$ cat src/rtl/id_ex_hazard_reg.sv
// ID/EX pipeline register with load-use hazard detection.
// Inserts bubbles on load-use, squashes on flush, freezes on hold.
module id_ex_hazard_reg #(
    parameter int DATA_W = 64,
    parameter int REG_W  = 5,
    parameter int CNT_W  = 16
) (
    input  logic              clk,
    input  logic              reset_n,
    input  logic              hold,
    input  logic              flush,
    input  logic [REG_W-1:0]  IF_ID_rs1,
    input  logic [REG_W-1:0]  IF_ID_rs2,
    input  logic [REG_W-1:0]  IF_ID_rd,
    input  logic              IF_ID_use_rs1,
    input  logic              IF_ID_use_rs2,
    input  logic [8:0]        ID_ctrl,
    input  logic [DATA_W-1:0] ID_rdata1,
    input  logic [DATA_W-1:0] ID_rdata2,
    input  logic [DATA_W-1:0] ID_imm,
    input  logic [DATA_W-1:0] ID_pc,
    input  logic [3:0]        ID_funct,
    output logic [8:0]        ID_EX_ctrl,
    output logic [DATA_W-1:0] ID_EX_rdata1,
    output logic [DATA_W-1:0] ID_EX_rdata2,
    output logic [DATA_W-1:0] ID_EX_imm,
    output logic [DATA_W-1:0] ID_EX_pc,
    output logic [3:0]        ID_EX_funct,
    output logic [REG_W-1:0]  ID_EX_rs1,
    output logic [REG_W-1:0]  ID_EX_rs2,
    output logic [REG_W-1:0]  ID_EX_rd,
    output logic              PC_Write,
    output logic              IF_ID_Write,
    output logic [CNT_W-1:0]  bubble_count
);

    // ctrl = {RegWrite, MemRead, MemWrite, MemtoReg,
    //         Branch, ALUSrc, ALUOp[1:0], Funct_valid}
    localparam int MEMREAD_BIT = 7;

    typedef struct packed {
        logic [8:0]        ctrl;
        logic [DATA_W-1:0] rdata1;
        logic [DATA_W-1:0] rdata2;
        logic [DATA_W-1:0] imm;
        logic [DATA_W-1:0] pc;
        logic [3:0]        funct;
        logic [REG_W-1:0]  rs1;
        logic [REG_W-1:0]  rs2;
        logic [REG_W-1:0]  rd;
    } id_ex_t;

    id_ex_t           stage_q;
    id_ex_t           stage_d;
    id_ex_t           id_in;
    logic [CNT_W-1:0] cnt_q;
    logic [CNT_W-1:0] cnt_d;
    logic             rs1_hit;
    logic             rs2_hit;
    logic             load_use;

    // Gather the ID-stage fields into one bundle.
    always_comb begin
        id_in        = '0;
        id_in.ctrl   = ID_ctrl;
        id_in.rdata1 = ID_rdata1;
        id_in.rdata2 = ID_rdata2;
        id_in.imm    = ID_imm;
        id_in.pc     = ID_pc;
        id_in.funct  = ID_funct;
        id_in.rs1    = IF_ID_rs1;
        id_in.rs2    = IF_ID_rs2;
        id_in.rd     = IF_ID_rd;
    end

    // A load in EX whose non-x0 rd is read by the ID instruction.
    always_comb begin
        rs1_hit  = IF_ID_use_rs1 && (stage_q.rd == IF_ID_rs1);
        rs2_hit  = IF_ID_use_rs2 && (stage_q.rd == IF_ID_rs2);
        load_use = stage_q.ctrl[MEMREAD_BIT]
                 && (stage_q.rd != '0)
                 && (rs1_hit || rs2_hit);
    end

    // Front end stalls on load-use or hold; flush does not gate it.
    always_comb begin
        PC_Write    = !(load_use || hold);
        IF_ID_Write = !(load_use || hold);
    end

    // Next state: flush beats hold beats load-use beats capture.
    always_comb begin
        stage_d = stage_q;
        cnt_d   = cnt_q;
        if (flush) begin
            stage_d = '0;
        end else if (!hold) begin
            if (load_use) begin
                stage_d = '0;
                if (!(&cnt_q)) begin
                    cnt_d = cnt_q + CNT_W'(1);
                end
            end else begin
                stage_d = id_in;
            end
        end
    end

    // Pipeline register and saturating bubble counter.
    always_ff @(posedge clk or negedge reset_n) begin
        if (!reset_n) begin
            stage_q <= '0;
            cnt_q   <= '0;
        end else begin
            stage_q <= stage_d;
            cnt_q   <= cnt_d;
        end
    end

    assign ID_EX_ctrl   = stage_q.ctrl;
    assign ID_EX_rdata1 = stage_q.rdata1;
    assign ID_EX_rdata2 = stage_q.rdata2;
    assign ID_EX_imm    = stage_q.imm;
    assign ID_EX_pc     = stage_q.pc;
    assign ID_EX_funct  = stage_q.funct;
    assign ID_EX_rs1    = stage_q.rs1;
    assign ID_EX_rs2    = stage_q.rs2;
    assign ID_EX_rd     = stage_q.rd;
    assign bubble_count = cnt_q;

endmodule

$ cat config.mk
export PLATFORM = sky130hd
export DESIGN_NAME = id_ex_hazard_reg
export DESIGN_NICKNAME = d
export VERILOG_FILES = /design/src/rtl/id_ex_hazard_reg.sv
export SDC_FILE = /design/constraint.sdc
export NUM_CORES = 1
export LEC_CHECK = 0
export CAP_MARGIN = 20
export CELL_PAD_IN_SITES_DETAIL_PLACEMENT = 1
export CELL_PAD_IN_SITES_GLOBAL_PLACEMENT = 2
export CORE_MARGIN = 2
export CORE_UTILIZATION = 27
export CTS_CLUSTER_SIZE = 20
export DETAILED_ROUTE_END_ITERATION = 6
export PLACE_DENSITY = 0.9
export SETUP_SLACK_MARGIN = 0.2
export SLEW_MARGIN = 20
export SYNTH_ARGS = -nofsm -noshare
export SYNTH_HDL_FRONTEND = slang
export SYNTH_SLANG_ARGS = --single-unit
$ cat constraint.sdc
create_clock -name clk -period 2.3 [get_ports clk]
set_input_delay 0.23 -clock clk [delete_from_list [all_inputs] [get_ports clk]]
set_output_delay 0.23 -clock clk [all_outputs]
set_load 0.03 [all_outputs]
==> impl_metrics.env, run 1 <==
export IMPL_slowest_delay_ns=0.58
export IMPL_num_antenna_cells=0
export IMPL_synth_area_leader_cell="dfrtp_1"
export IMPL_status="finished with violations"
export IMPL_hold_path_startpoint="hold"
export IMPL_ys_ff_latch=300
export IMPL_hp_class="input pin to register"
export IMPL_placed_area_sq_um=21800
export IMPL_reg2reg_to="ID_EX_imm[42]"
export IMPL_die_x_um=239
export IMPL_drtIter0Drc=462
export IMPL_synth_edff_count=0
export IMPL_critical_path_max_fanout=7
export IMPL_vias=13400
export IMPL_hpwl_um=38200
export IMPL_async_flop_share_pct=100
export IMPL_postSynthNetCount=1656
export IMPL_cts_sinks=300
export IMPL_design_core_area_sq_um=54900
export IMPL_place_congestion=0.808
export IMPL_violations="setup timing"
export IMPL_tightest_slew_ns=1.14
export IMPL_clk_pin_slew_ns=0.06
export IMPL_ys_flop_type="dfrtp_1"
export IMPL_die_y_um=239
export IMPL_postLayoutCellArea_sq_um=25900
export IMPL_port_buffers=591
export IMPL_post_route_period_util_pct=102
export IMPL_antenna_left=0
export IMPL_slew_viol_final=0
export IMPL_syn_area_per_cell_sq_um=10.9
export IMPL_setup_violations=9
export IMPL_p_seq_share_pct=37.4
export IMPL_drive_gt1_share_pct=22.9
export IMPL_holdPathStages=5
export IMPL_initial_utilization_pct=27.2
export IMPL_insertion_delay_ns=0.56
export IMPL_grt_start_max_net_pins=149
export IMPL_firstDrtPassIters=4
export IMPL_clock_root_buffer="clkbuf_16"
export IMPL_p_leak_nw=12.4
export IMPL_peakVddDrop_v=0.000470
export IMPL_fin_ws_ns=-0.0368
export IMPL_max_freq_ghz=0.428
export IMPL_swShare_pct=28.7
export IMPL_wire_per_inst_um=22.5
export IMPL_synth_area_sq_um=14900
export IMPL_clock_skew_ns=0.0197
export IMPL_slew_limit_headroom_pct=23.9
export IMPL_r2r_setup_slack_ns=-0.04
export IMPL_fin_crit_ns=2.34
export IMPL_fillers=5714
export IMPL_synthesis_instances=1365
export IMPL_cp_arrival_ns=2.78
export IMPL_grt_pass1_vias=14500
export IMPL_p_comb_share_pct=20.5
export IMPL_synth_common_cells="dfrtp_1, nand2_1, inv_1"
export IMPL_power_switching_mw=4.41
export IMPL_place_ws_ns=-0.207
export IMPL_cp_start_kind="register"
export IMPL_dieArea_sq_um=57200
export IMPL_synthTopCellsByArea="dfrtp_1, o41ai_2, nand2_1"
export IMPL_h_tree_depth=2
export IMPL_intPower_mw=11.0
export IMPL_min_to="ID_EX_ctrl[8]"
export IMPL_finalPower_mw=15.4
export IMPL_synth_distinct_cells=35
export IMPL_syn_to_final_growth_pct=73.3
export IMPL_hold_violations=0
export IMPL_cts_max_path_buffers=3
export IMPL_tritoncts="yes"
export IMPL_grt_overflow_total=0
export IMPL_clkPwrFrac_pct=42.1
export IMPL_grt_total_usage_pct=19.5
export IMPL_yosysMostFrequentCell="dfrtp_1"
export IMPL_rows=86
export IMPL_crit_path_end_kind="register"
export IMPL_cap_violations=0
export IMPL_r2r_start="ID_EX_rd[3]"
export IMPL_synth_top_area_share_pct=50.3
export IMPL_wl_um=61100
export IMPL_ioPinCount=592
export IMPL_worstPathRequired_ns=2.74
export IMPL_cts_buffers=40
export IMPL_worst_r2r_path_depth=9
export IMPL_powerDensity_nw_per_um2=594
export IMPL_ys_warnings_count=0
export IMPL_seq_area_frac_synth_pct=50.3
export IMPL_nets=2278
export IMPL_crit_slowest_cell="or4_4"
export IMPL_antenna_found_initial=0
export IMPL_criticalPathCategory="register to register"
export IMPL_crit_chain="or4_4, o21ai_4, nor2_4, buf_6, buf_12, buf_16, buf_12, buf_16, o41ai_2"
export IMPL_rsz0062_at_grt="true"
export IMPL_drcViolationCount=0
export IMPL_grt_pass1_wl_um=87300
export IMPL_post_drt_via_cell_ratio=4.91
## cell type report
cell class / count / area (sq um) / area share, %
clock inverter: 14 / 179 / 0.691
inverter: 277 / 1040 / 4.02
tap: 704 / 881 / 3.40
timing repair buffer: 709 / 7820 / 30.2
multi-input combinational: 659 / 7290 / 28.2
clock buffer: 57 / 1170 / 4.51
sequential: 300 / 7510 / 29.0
## how the worst max path moves through the flow
| stage | cells past startpoint | to | slack, ns | from |
|---|---|---|---|---|
| 6_report | 9 | ID_EX_imm[42] | -0.04 | ID_EX_rd[3] |
| 5_1_grt | 5 | IF_ID_Write | -0.09 | ID_EX_rd[3] |
| 4_1_cts | 5 | IF_ID_Write | -0.02 | ID_EX_rd[0] |
| 3_3_place_gp | 7 | PC_Write | -0.21 | IF_ID_rs1[3] |
| 2_1_floorplan | 7 | PC_Write | 0.02 | ID_EX_rd[2] |
| 3_5_place_dp | 7 | bubble_count[14] | -0.21 | IF_ID_rs1[3] |
## metal layers
metal,track usage (%),vias to the layer above,routed length [um]
met1,22.3,6789,23500
met4,7.73,0,2470
met5,0,-,0
met3,6.18,132,4670
met2,33.8,501,30500
li1,-,5937,-
## cells by family after synthesis
| group | count (synthesis) | share of synthesized area (%) |
|---|---|---|
| AOI/OAI and AO/OA | 294 | 27.3 |
| adders and majority gates | 1 | 0.0837 |
| buffers and inverters | 406 | 11.4 |
| xor gates and xnor gates | 24 | 1.41 |
| muxes | 2 | 0.151 |
| and+or+nand+nor | 338 | 9.35 |
| DFF | 300 | 50.3 |
## cell usage in the layout (no fill, tap or decap), types with 3 or more instances in the layout
master / n
clkdlybuf4s50_1: 585
nand2_1: 291
o21ai_0: 7
o41ai_2: 155
and4_1: 4
o41ai_1: 30
xor2_1: 22
a21oi_1: 6
nor2b_1: 6
nor3_4: 3
o41ai_4: 92
nand3_1: 6
bufinv_16: 4
clkbuf_16: 50
clkbuf_8: 9
nor4_4: 6
buf_16: 15
clkbuf_1: 8
buf_8: 7
inv_1: 277
dfrtp_1: 297
nor4_2: 4
buf_12: 33
dfrtp_2: 3
buf_6: 19
buf_4: 36
clkinv_2: 7
## metrics by stage
stage | setup TNS, ns | instances | utilization (%) | hold slack, ns
5_1_grt | -0.938 | 2720 | 47.2 | 0.218
4_1_cts | -0.162 | 2676 | 43.9 | 0.174
2_1_floorplan | 0 | 1365 | - | -0.0656
3_5_place_dp | -28.27 | 2583 | 39.7 | 0.201
6_report | -0.205 | 2720 | 47.2 | 0.194
3_3_place_gp | -19.26 | 2583 | 39.7 | 0.200
## timing repair
item	CTS	global route
gates resized for setup	90	160
endpoints found under the setup margin	223	299
pin swaps	27	16
hold buffers	2	0
endpoints found under the hold margin	48	0
buffers inserted	9	32
gates cloned	11	11
## power by group through the flow
| stage | clock network (mW) | registers [mW] | logic (mW) |
|---|---|---|---|
| final | 6.46 | 5.75 | 3.15 |
| after floorplan | 0 | 6.38 | 0.767 |
| after CTS | 6.63 | 5.74 | 2.96 |
| after global placement | 0 | 5.82 | 2.81 |
| after global routing | 6.83 | 5.78 | 3.32 |
| after detailed placement | 0 | 5.83 | 2.86 |
## flip-flops by register name (all words and copies together), names as in the netlist
name,cells
ID_EX_rdata1,64
ID_EX_rs2,5
ID_EX_funct,4
ID_EX_ctrl,9
ID_EX_rs1,5
ID_EX_pc,64
ID_EX_rd,5
ID_EX_rdata2,64
bubble_count,16
ID_EX_imm,64
## worst max-delay path: cells and delay by family (launching register included)
| family | cells | cell delay, ns |
|---|---|---|
| buffers and inverters | 5 | 0.72 |
| AOI/OAI and AO/OA | 2 | 0.41 |
| DFF | 1 | 0.43 |
| and+or+nand+nor | 2 | 0.66 |
(Power assumes the default switching activity.)
==> run 2, diff against run 1 <==
--- a/config.mk
+++ b/config.mk
@@ -10,7 +10,7 @@
 export CELL_PAD_IN_SITES_GLOBAL_PLACEMENT = 2
 export CORE_MARGIN = 2
 export CORE_UTILIZATION = 27
-export CTS_CLUSTER_SIZE = 20
+export CTS_CLUSTER_SIZE = 8
 export DETAILED_ROUTE_END_ITERATION = 6
 export PLACE_DENSITY = 0.9
 export SETUP_SLACK_MARGIN = 0.2
==> run 2 against run 1 <==
Compared with the run above:
- the run ends with slew limit, setup timing left
- core utilization shrank 0.15 points
- routed wire length rose by 4.0%
- clock power decreased by 9.4%
- die area unchanged
- sequential power hardly changed
- count of clock-buffer cells in the layout is 6 lower
- flip-flop and latch count unchanged
- sequential share of layout area is 0.10 points higher
- critical endpoint is now ID_EX_pc[18]
- highest routed layer unchanged
==> impl_metrics.env, run 2 (synthesis gave the netlist of run 1 again) <==
export IMPL_peakVddDrop_v=0.000367
export IMPL_cts_buffers=43
export IMPL_drcViolationCount=0
export IMPL_ioPinCount=592
export IMPL_grt_total_usage_pct=19.3
export IMPL_syn_to_final_growth_pct=72.7
export IMPL_initial_utilization_pct=27.2
export IMPL_layout_commonest_cell="clkdlybuf4s50_1"
export IMPL_violations="slew limit, setup timing"
export IMPL_slew_viol_final=108
export IMPL_clock_skew_ns=0.0158
export IMPL_clk_pin_slew_ns=0.05
export IMPL_critical_path_max_fanout=6
export IMPL_num_antenna_cells=0
export IMPL_port_buffers=591
export IMPL_design_core_area_sq_um=54900
export IMPL_holdPathStages=5
export IMPL_hold_path_startpoint="hold"
export IMPL_rows=86
export IMPL_grt_start_max_net_pins=149
export IMPL_r2r_start="ID_EX_rd[0]"
export IMPL_die_y_um=239
export IMPL_insertion_delay_ns=0.56
export IMPL_slew_limit_headroom_pct=-19.0
export IMPL_clock_root_buffer="clkbuf_16"
export IMPL_nets=2276
export IMPL_fin_cells=2695
export IMPL_status="finished with violations"
export IMPL_grt_pass1_wl_um=86600
export IMPL_hold_violations=0
export IMPL_finalHoldWorstSlack_ns=0.179
export IMPL_cap_violations=0
export IMPL_antenna_left=0
export IMPL_worst_r2r_path_depth=9
export IMPL_tightest_slew_ns=1.78
export IMPL_hp_class="input pin to register"
export IMPL_post_route_period_util_pct=103
export IMPL_tritoncts="yes"
export IMPL_min_to="ID_EX_ctrl[8]"
export IMPL_finalPower_mw=14.8
export IMPL_dieArea_sq_um=57200
export IMPL_cp_start_kind="register"
export IMPL_cts_max_path_buffers=3
export IMPL_post_drt_via_cell_ratio=4.93
export IMPL_criticalPathCategory="register to register"
export IMPL_powerDensity_nw_per_um2=573
export IMPL_setup_tns_final_ns=-1.02
export IMPL_placed_area_sq_um=21800
export IMPL_p_leak_nw=12.3
export IMPL_postLayoutCellArea_sq_um=25800
export IMPL_wl_um=63500
export IMPL_grt_overflow_total=0
export IMPL_firstDrtPassIters=6
export IMPL_max_freq_ghz=0.422
export IMPL_rsz0062_at_grt="true"
export IMPL_vias=13300
export IMPL_wire_per_inst_um=23.6
export IMPL_place_inst=2583
export IMPL_place_ws_ns=-0.207
export IMPL_critPathLaunch="ID_EX_rd[0]"
export IMPL_crit_path_end_kind="register"
export IMPL_cp_arrival_ns=2.78
export IMPL_drtIter0Drc=503
export IMPL_reg2reg_to="ID_EX_pc[18]"
export IMPL_h_tree_depth=2
export IMPL_finish_utilization_pct=47.0
export IMPL_drive_gt1_share_pct=23.4
export IMPL_place_congestion=0.808
export IMPL_fin_crit_ns=2.37
export IMPL_grt_pass1_vias=14400
export IMPL_die_x_um=239
export IMPL_setup_violations=44
export IMPL_final_cell_mix="clkdlybuf4s50_1, dfrtp_1, nand2_1, inv_1, o41ai_2"
export IMPL_r2r_setup_slack_ns=-0.07
export IMPL_worstPathRequired_ns=2.72
export IMPL_cts_sinks=300
export IMPL_antenna_found_initial=0
export IMPL_fin_ws_ns=-0.0671
export IMPL_hpwl_um=38200
## run 2: changes by cell type in the layout (fill, tap and decap cells not counted), moves of 5 or more
cell and delta:
clkinv_2 -7, o41ai_1 -27, o41ai_4 -11, buf_8 +5, o41ai_2 +38, clkbuf_16 +7
buf_4 -11, clkbuf_8 -9
## run 2: worst max-delay path by stage
stage | to | slack (ns) | cells after the start
2_1_floorplan | PC_Write | 0.02 | 7
3_3_place_gp | PC_Write | -0.21 | 7
3_5_place_dp | bubble_count[14] | -0.21 | 7
4_1_cts | ID_EX_imm[0] | -0.04 | 10
5_1_grt | ID_EX_rdata1[52] | -0.13 | 9
6_report | ID_EX_pc[18] | -0.07 | 9
## run 2: report_power, final
group | internal [mW] | leakage, nW | total [mW] | switching [mW]
sequential | 5.57 | 4.00 | 5.76 | 0.190
combinational | 1.42 | 7.78 | 3.16 | 1.74
clock | 3.44 | 0.562 | 5.85 | 2.41
total | 10.4 | 12.3 | 14.8 | 4.34
## run 2: layer usage
| layer | track usage (%) | share of wire [%] | vias to the layer above | wire, um |
|---|---|---|---|---|
| li1 | - | - | 5907 | - |
| met1 | 22.3 | 38 | 6756 | 24100 |
| met2 | 33.6 | 51 | 475 | 32300 |
| met3 | 6.20 | 7.5 | 135 | 4740 |
| met4 | 6.70 | 3.7 | 0 | 2370 |
| met5 | 0 | 0 | - | 0 |
## run 2: worst max-delay path, cell delays in order (launching register included)
cell	delay (ns)
dfrtp_2	0.43
or4_4	0.57
o21ai_4	0.18
nor2_4	0.08
buf_6	0.13
buf_12	0.14
buf_6	0.12
buf_12	0.14
clkbuf_16	0.16
o41ai_2	0.27
## run 2: timing repair
item | 4_1_cts | 5_1_grt
pin swaps | 13 | 13
gates resized for setup | 81 | 187
endpoints found under the hold margin | 48 | 0
buffers inserted | 7 | 26
gates cloned | 9 | 17
endpoints found under the setup margin | 234 | 300
hold buffers | 2 | 0
## run 2: cell type report
cell class	instances	area [sq um]
clock buffers	51	1150
inverters	277	1040
flip-flops and latches	300	7510
well taps	704	881
fillers	5674	29100
multi-input cells	659	7340
repair buffers	704	7880
